--- config.mk ---
export PLATFORM = sky130hd
export DESIGN_NAME = wash_payment_ctrl
export DESIGN_NICKNAME = d
export VERILOG_FILES = /design/src/rtl/wash_payment_ctrl.sv
export SDC_FILE = /design/constraint.sdc
export NUM_CORES = 1
export LEC_CHECK = 0
export ABC_AREA = 0
export BUFFER_PORTS_ARGS = -buffer_cell sky130_fd_sc_hd__buf_4
export CORE_MARGIN = 1.5
export CORE_UTILIZATION = 38
export CTS_BUF_LIST = sky130_fd_sc_hd__clkbuf_8
export CTS_CLUSTER_DIAMETER = 120
export DETAILED_ROUTE_END_ITERATION = 6
export MAX_ROUTING_LAYER = met4
export PLACE_DENSITY = 0.55
export SLEW_MARGIN = 20
export SYNTH_ARGS = -nofsm -noshare
export SYNTH_HDL_FRONTEND = slang
export SYNTH_SLANG_ARGS = --single-unit
export TNS_END_PERCENT = 1
--- constraint.sdc ---
create_clock -name clk -period 5.7 [get_ports clk]
set_input_delay 1.14 -clock clk [delete_from_list [all_inputs] [get_ports clk]]
set_output_delay 1.14 -clock clk [all_outputs]
set_load 0.005 [all_outputs]
--- src/rtl/wash_payment_ctrl.sv ---
// Coin-credit front end for the washing machine: collects coins, charges the
// wash price, drives coin_in/double_wash for a fixed hold time, then refunds change.
module wash_payment_ctrl #(
  parameter int unsigned CREDIT_W     = 8,
  parameter int unsigned PRICE_SINGLE = 4,
  parameter int unsigned PRICE_DOUBLE = 6,
  parameter int unsigned MAX_CREDIT   = 20,
  parameter int unsigned TIMEOUT_CYC  = 1000,
  parameter int unsigned HOLD_CYC     = 32
) (
  input  logic                clk,
  input  logic                rst,
  input  logic                coin_valid,
  input  logic [1:0]          coin_value,
  input  logic                start_req,
  input  logic                double_sel,
  input  logic                cancel_req,
  input  logic                wash_done,
  output logic                coin_in,
  output logic                double_wash,
  output logic [CREDIT_W-1:0] credit,
  output logic                coin_reject,
  output logic                refund_pulse,
  output logic                busy
);

  localparam int unsigned TMR_W = (TIMEOUT_CYC > 2) ? $clog2(TIMEOUT_CYC) : 1;
  localparam int unsigned HLD_W = (HOLD_CYC > 2) ? $clog2(HOLD_CYC) : 1;
  localparam logic [TMR_W-1:0]    TMR_LAST  = TMR_W'(TIMEOUT_CYC - 1);
  localparam logic [HLD_W-1:0]    HLD_LAST  = HLD_W'(HOLD_CYC - 1);
  localparam logic [CREDIT_W:0]   MAX_U     = (CREDIT_W + 1)'(MAX_CREDIT);
  localparam logic [CREDIT_W:0]   PRICE_S_U = (CREDIT_W + 1)'(PRICE_SINGLE);
  localparam logic [CREDIT_W:0]   PRICE_D_U = (CREDIT_W + 1)'(PRICE_DOUBLE);

  typedef enum logic [2:0] {
    ST_IDLE    = 3'd0,
    ST_COLLECT = 3'd1,
    ST_LAUNCH  = 3'd2,
    ST_RUN     = 3'd3,
    ST_REFUND  = 3'd4
  } state_e;

  // Coin code to unit value, one bit wider than credit so the sum never wraps.
  function automatic logic [CREDIT_W:0] coin_units(input logic [1:0] code);
    logic [CREDIT_W:0] units;
    case (code)
      2'd1:    units = (CREDIT_W + 1)'(1);
      2'd2:    units = (CREDIT_W + 1)'(2);
      2'd3:    units = (CREDIT_W + 1)'(5);
      default: units = '0;
    endcase
    return units;
  endfunction

  state_e              state_q, state_d;
  logic [CREDIT_W-1:0] credit_q, credit_d;
  logic [TMR_W-1:0]    tmr_q, tmr_d;
  logic [HLD_W-1:0]    hold_q, hold_d;
  logic                dbl_q, dbl_d;
  logic                phase_q, phase_d;
  logic                wd_q;

  logic coin_in_q, coin_in_d;
  logic double_wash_q, double_wash_d;
  logic coin_reject_q, coin_reject_d;
  logic refund_pulse_q, refund_pulse_d;
  logic busy_q, busy_d;

  logic [CREDIT_W:0]   coin_units_s, sum_s, price_s;
  logic [CREDIT_W-1:0] credit_acc_s, launch_left_s;
  logic                open_s, accept_s, reject_s, afford_s, wd_rise_s;

  assign coin_units_s  = coin_units(coin_value);
  assign sum_s         = {1'b0, credit_q} + coin_units_s;
  assign open_s        = (state_q == ST_IDLE) || (state_q == ST_COLLECT);
  assign accept_s      = open_s && coin_valid && (coin_units_s != '0) && (sum_s <= MAX_U);
  assign reject_s      = coin_valid && !accept_s;
  assign credit_acc_s  = accept_s ? sum_s[CREDIT_W-1:0] : credit_q;
  assign price_s       = double_sel ? PRICE_D_U : PRICE_S_U;
  // Affordability is judged on the credit before any coin arriving this cycle.
  assign afford_s      = ({1'b0, credit_q} >= price_s);
  assign launch_left_s = credit_acc_s - price_s[CREDIT_W-1:0];
  assign wd_rise_s     = wash_done && !wd_q;

  // Next-state and datapath update.
  always_comb begin
    state_d  = state_q;
    credit_d = credit_q;
    tmr_d    = tmr_q;
    hold_d   = hold_q;
    dbl_d    = dbl_q;
    phase_d  = 1'b0;
    case (state_q)
      ST_IDLE: begin
        credit_d = credit_acc_s;
        tmr_d    = '0;
        if (accept_s) begin
          state_d = ST_COLLECT;
        end else begin
          state_d = ST_IDLE;
        end
      end
      ST_COLLECT: begin
        credit_d = credit_acc_s;
        if (cancel_req) begin
          state_d = ST_REFUND;
        end else if (start_req && afford_s) begin
          state_d  = ST_LAUNCH;
          credit_d = launch_left_s;
          dbl_d    = double_sel;
          hold_d   = '0;
        end else if (start_req || accept_s) begin
          tmr_d = '0;
        end else if (tmr_q == TMR_LAST) begin
          state_d = ST_REFUND;
        end else begin
          tmr_d = tmr_q + TMR_W'(1);
        end
      end
      ST_LAUNCH: begin
        if (hold_q == HLD_LAST) begin
          state_d = ST_RUN;
        end else begin
          hold_d = hold_q + HLD_W'(1);
        end
      end
      ST_RUN: begin
        if (wd_rise_s) begin
          state_d = (credit_q != '0) ? ST_REFUND : ST_IDLE;
        end else begin
          state_d = ST_RUN;
        end
      end
      ST_REFUND: begin
        // phase 0 issues a pulse, phase 1 is the mandatory low gap.
        if (credit_q == '0) begin
          state_d = ST_IDLE;
        end else if (!phase_q) begin
          credit_d = credit_q - CREDIT_W'(1);
          phase_d  = 1'b1;
        end else begin
          phase_d = 1'b0;
        end
      end
      default: begin
        state_d = ST_IDLE;
      end
    endcase
  end

  // Output decode from the next state so the registered outputs line up with state_q.
  always_comb begin
    coin_in_d      = (state_d == ST_LAUNCH);
    double_wash_d  = (state_d == ST_LAUNCH) && dbl_d;
    busy_d         = (state_d == ST_LAUNCH) || (state_d == ST_RUN) || (state_d == ST_REFUND);
    coin_reject_d  = reject_s;
    refund_pulse_d = (state_q == ST_REFUND) && !phase_q && (credit_q != '0);
  end

  // State and datapath registers.
  always_ff @(posedge clk or negedge rst) begin
    if (!rst) begin
      state_q  <= ST_IDLE;
      credit_q <= '0;
      tmr_q    <= '0;
      hold_q   <= '0;
      dbl_q    <= 1'b0;
      phase_q  <= 1'b0;
      wd_q     <= 1'b0;
    end else begin
      state_q  <= state_d;
      credit_q <= credit_d;
      tmr_q    <= tmr_d;
      hold_q   <= hold_d;
      dbl_q    <= dbl_d;
      phase_q  <= phase_d;
      wd_q     <= wash_done;
    end
  end

  // Output registers.
  always_ff @(posedge clk or negedge rst) begin
    if (!rst) begin
      coin_in_q      <= 1'b0;
      double_wash_q  <= 1'b0;
      coin_reject_q  <= 1'b0;
      refund_pulse_q <= 1'b0;
      busy_q         <= 1'b0;
    end else begin
      coin_in_q      <= coin_in_d;
      double_wash_q  <= double_wash_d;
      coin_reject_q  <= coin_reject_d;
      refund_pulse_q <= refund_pulse_d;
      busy_q         <= busy_d;
    end
  end

  assign coin_in      = coin_in_q;
  assign double_wash  = double_wash_q;
  assign credit       = credit_q;
  assign coin_reject  = coin_reject_q;
  assign refund_pulse = refund_pulse_q;
  assign busy         = busy_q;

endmodule

==> results.txt <==
- Reg2reg setup slack: 1490 ps
* Die Height: 83.7 um
* Setup repair after global routing missed its margin: false
- In this run the worst hold path is classified as register to register.
- Most instantiated library cell after synthesis: dfrtp_1
* Final hold violations: 0
- Placed wire-length estimate after detailed placement: 4.46 mm
- Comb power frac: 47.1%
* Vias post-DR: 2205
* Maximum number of pins on one net before global-route repair: 35
- Clock tree synthesis found a total of 34 sinks.
- The clock arrives with 5.94 ps of skew.
* Multi-input combinational cell area: 0.00151 mm2
- R2R cell count: 17
- Synthesis instantiated 63 different standard cells from the library.
* Routed WL: 6.11 mm
- CTS tree: built
- In this run, post-CTS repair resized a total of 0 instances.
- Mapped Nets: 303
- Timing-limited maximum frequency: 216 MHz
- The floorplan has 29 rows.
- Netlist area before placement: 0.00248 mm2
- The worst path uses 81.1% of the clock period.
- Pins Over Slew Limit: 0
- Fill cells: 653
- Worst-Margin Slew: 750 ps
* VDD IR max: 0.166 mV
- At the end of routability-driven placement, the weighted congestion stood at 0.850.
- Global-route wire length before repair: 10.2 mm
- For this design, the CTS-stage hold fixing added 0 buffers.
* Maximum clock insertion buffer count: 2
- The flow ran to the end, and the final reports show no timing, DRC or antenna violations.
- Antenna violations before repair: 0
- Overall global routing resource usage: 18.5%
- The detailed router put a total of 2.85 mm of wire on met1.
* Clock Root Buffer: clkbuf_8
- Overflow after GRT: 0
- Total of endpoints with negative setup slack in the final report: 0
- After detailed routing, the met2 layer carries 2.90 mm of wire.
- After detailed routing, the number of vias per cell comes to 5.86.
* Clock transition at the register clock pins on the worst setup and hold paths after CTS: 70 ps
- Post-synthesis sequential area ratio: 34.3%
* Starting Density: 39.2%
- The Yosys step of the flow raised 0 warnings.
* Port Buffers: 21
- Power spread over the standard cell area amounts to 381 mW/mm2.
- Ranked by instance count, the synthesized netlist is headed by dfrtp_1 (34), o21ai_0 (19), nand2_1 (18), a21oi_1 (17), inv_1 (17).
- Top routing layer in use: met4
- Peak fanout along the critical path: 6
* Util after Layout: 43.7%
* Area of the core: 0.00631 mm2
- Width of the die: 83.7 um
- Internal power: 0.599 mW
- CP Data Required Time: 5900 ps
- The floorplan step defined a die boundary enclosing 0.00701 mm2.
* Min Tclk post-route: 4620 ps
- Yosys mapped a number of flops with a built-in enable equal to 0.
- In this run the remaining antenna-violating nets after routing total 0.
- Cells with a size suffix above 1 make up 16.4% of the layout.
- By area the synthesized netlist is led by dfrtp_1 (34%), ha_1 (5.1%), o21ai_0 (3.8%), a21oi_1 (3.4%), nand2_1 (2.7%).
* Top-area cell type share of the netlist area: 34.3%
- Register area: 851 um2
- Synth Register Bits: 34
* Critical Path Source Type: input pin
* Worst hold path cell count: 1
- For the worst-skew pair, the clock arrives at the later sink with an insertion delay of 290 ps.
- On the critical path, the stage with the largest delay is an instance of nor3_1.
- At the end of the flow, the number of nets in the layout was 320.
- Sort of element at the end of the critical path: register
- Number of clock buffers inserted by TritonCTS: 5
- Mean instance size in the synthesized netlist: 8.75 um2
- Total inserted antenna cells: 0
* Most used flip-flop cell after synthesis: dfrtp_1
- The worst pin sits at a relative slew slack of 49.6%.
- Of all flip-flops after synthesis, the portion carrying an async set or reset was 100%.
- Reg power frac: 36.2%
- Routed length on met3: 217 um
- Crit Path Class: input pin to register
- Of the total power, the share spent switching nets is 43.0%.
- Max-cap violations: 0
* Critical Path AT: 4820 ps
- Among the stages of the critical path, the cell type that occurs most often is ha_1.
* Switching power: 0.453 mW
- The critical path goes through buf_4 > and2_1 > ha_1 > nor2b_2 > or2_1 > o41ai_1 > o211ai_1 > nor2_2 > o21ai_0 > inv_1 > ha_1 > inv_1 > ha_1 > nor3_1 > xor2_1 > nor2_1 > o22ai_1.
- Buffers added to address setup during post-CTS repair amount to 0.
- After detailed routing, the number of remaining DRC violations is 0.
- The clock network is responsible for 16.7% of the overall power.
- Slowest stage delay, CP: 520 ps
- Violation count after the first detailed-routing iteration: 128
* Top-Level Pins: 22
* Setup tns final: 0 ps
- In the synthesized netlist, the number of instances is 283.
* Pre-antenna DRT Iters: 4
- Via count of the first global-routing pass: 2043
- Compared with the post-synthesis result, the final layout area differs by 11.4%.
* Leakage Power: 1.18 nW
- The H-tree generated during clock tree synthesis spans 2 levels.
* Detailed-route wire length per cell: 16.2 um
- Summed over all instances, the cell type with the most area after synthesis is dfrtp_1.
==> through the flow <==
stage	instances	area (um2)	total power [mW]	worst slack [ps]	hold WS, ps
floorplan	283	2480	0.721	1460	414
global placement	370	2680	0.876	941	426
detailed placement	370	2680	0.874	846	428
CTS	376	2760	1.06	1150	438
global route	376	2760	1.14	796	448
finish	376	2760	1.05	1080	438
==> registers in the layout, indices dropped and copies added (netlist names), 3 cells and up <==
signal   flops
credit       8
hold_q       5
state_q      3
tmr_q       10
==> logic make-up after synthesis <==
kind of cell             after synthesis  synth area share [%]
XOR/XNOR                               8                  2.83
adder cells (fa/ha/maj)               11                  5.86
AO/OA/AOI/OAI                         86                  24.6
buffers and inverters                 28                  4.80
AND/OR/NAND/NOR                      108                  24.1
multiplexers                           8                  3.43
flip-flops                            34                  34.3
==> power groups by stage <==
stage	registers [mW]	logic, mW	clock network [mW]
after floorplan	0.336	0.385	0
after global placement	0.385	0.490	0
after detailed placement	0.385	0.489	0
after CTS	0.380	0.492	0.184
after global routing	0.393	0.551	0.194
final	0.381	0.495	0.175
==> routing by layer <==
layer  track usage [%]  vias up
met5                 -        -
met3              3.26       11
met1              23.8     1054
li1                  -     1086
met4              7.45        0
met2              29.2       54
==> worst max-delay path: cells and delay by family <==
family	cells	cell delay (ps)
AO/OA/AOI/OAI	4	970
adder cells (fa/ha/maj)	3	710
buffers and inverters	3	280
AND/OR/NAND/NOR	6	1530
XOR/XNOR	1	200
==> path summary, 6_finish.rpt <==
check | start | to
max | coin_value[0] | credit[3]$_DFFE_PN0P_
min | phase_q$_DFF_PN0_ | phase_q$_DFF_PN0_
max reg2reg | credit[0]$_DFFE_PN0P_ | credit[3]$_DFFE_PN0P_
min reg2reg | phase_q$_DFF_PN0_ | phase_q$_DFF_PN0_
max in group asynchronous | rst | hold_q[1]$_DFFE_PN0P_
min in group asynchronous | rst | tmr_q[9]$_DFFE_PN0P_
==> area by class of cell <==
cell class | instances | area share [%]
well taps | 77 | 3.49
multi-input cells | 221 | 54.6
inverters | 17 | 2.31
flip-flops and latches | 34 | 30.8
repair buffers | 21 | 5.71
clock buffers | 6 | 2.99
==> placed cells by master, fill, tap and decap left out, drive strengths merged, types with 3 or more instances in the layout <==
| cell type | n |
|---|---|
| nand3 | 11 |
| o22ai | 3 |
| o211ai | 3 |
| and2 | 3 |
| o21ai | 23 |
| nor4 | 9 |
| nand2 | 18 |
| inv | 17 |
| clkbuf | 6 |
| dfrtp | 34 |
| or3 | 7 |
| nor3 | 14 |
| a211oi | 4 |
| nor2 | 19 |
| o21a | 5 |
| a31oi | 4 |
| nand2b | 4 |
| ha | 10 |
| mux2 | 4 |
| xor2 | 4 |
| a21o | 3 |
| and3 | 6 |
| a21oi | 18 |
| a311oi | 3 |
| buf | 21 |
| xnor2 | 4 |
| or2 | 6 |
| mux2i | 4 |
No activity file was read; power rests on OpenSTA's default activity.
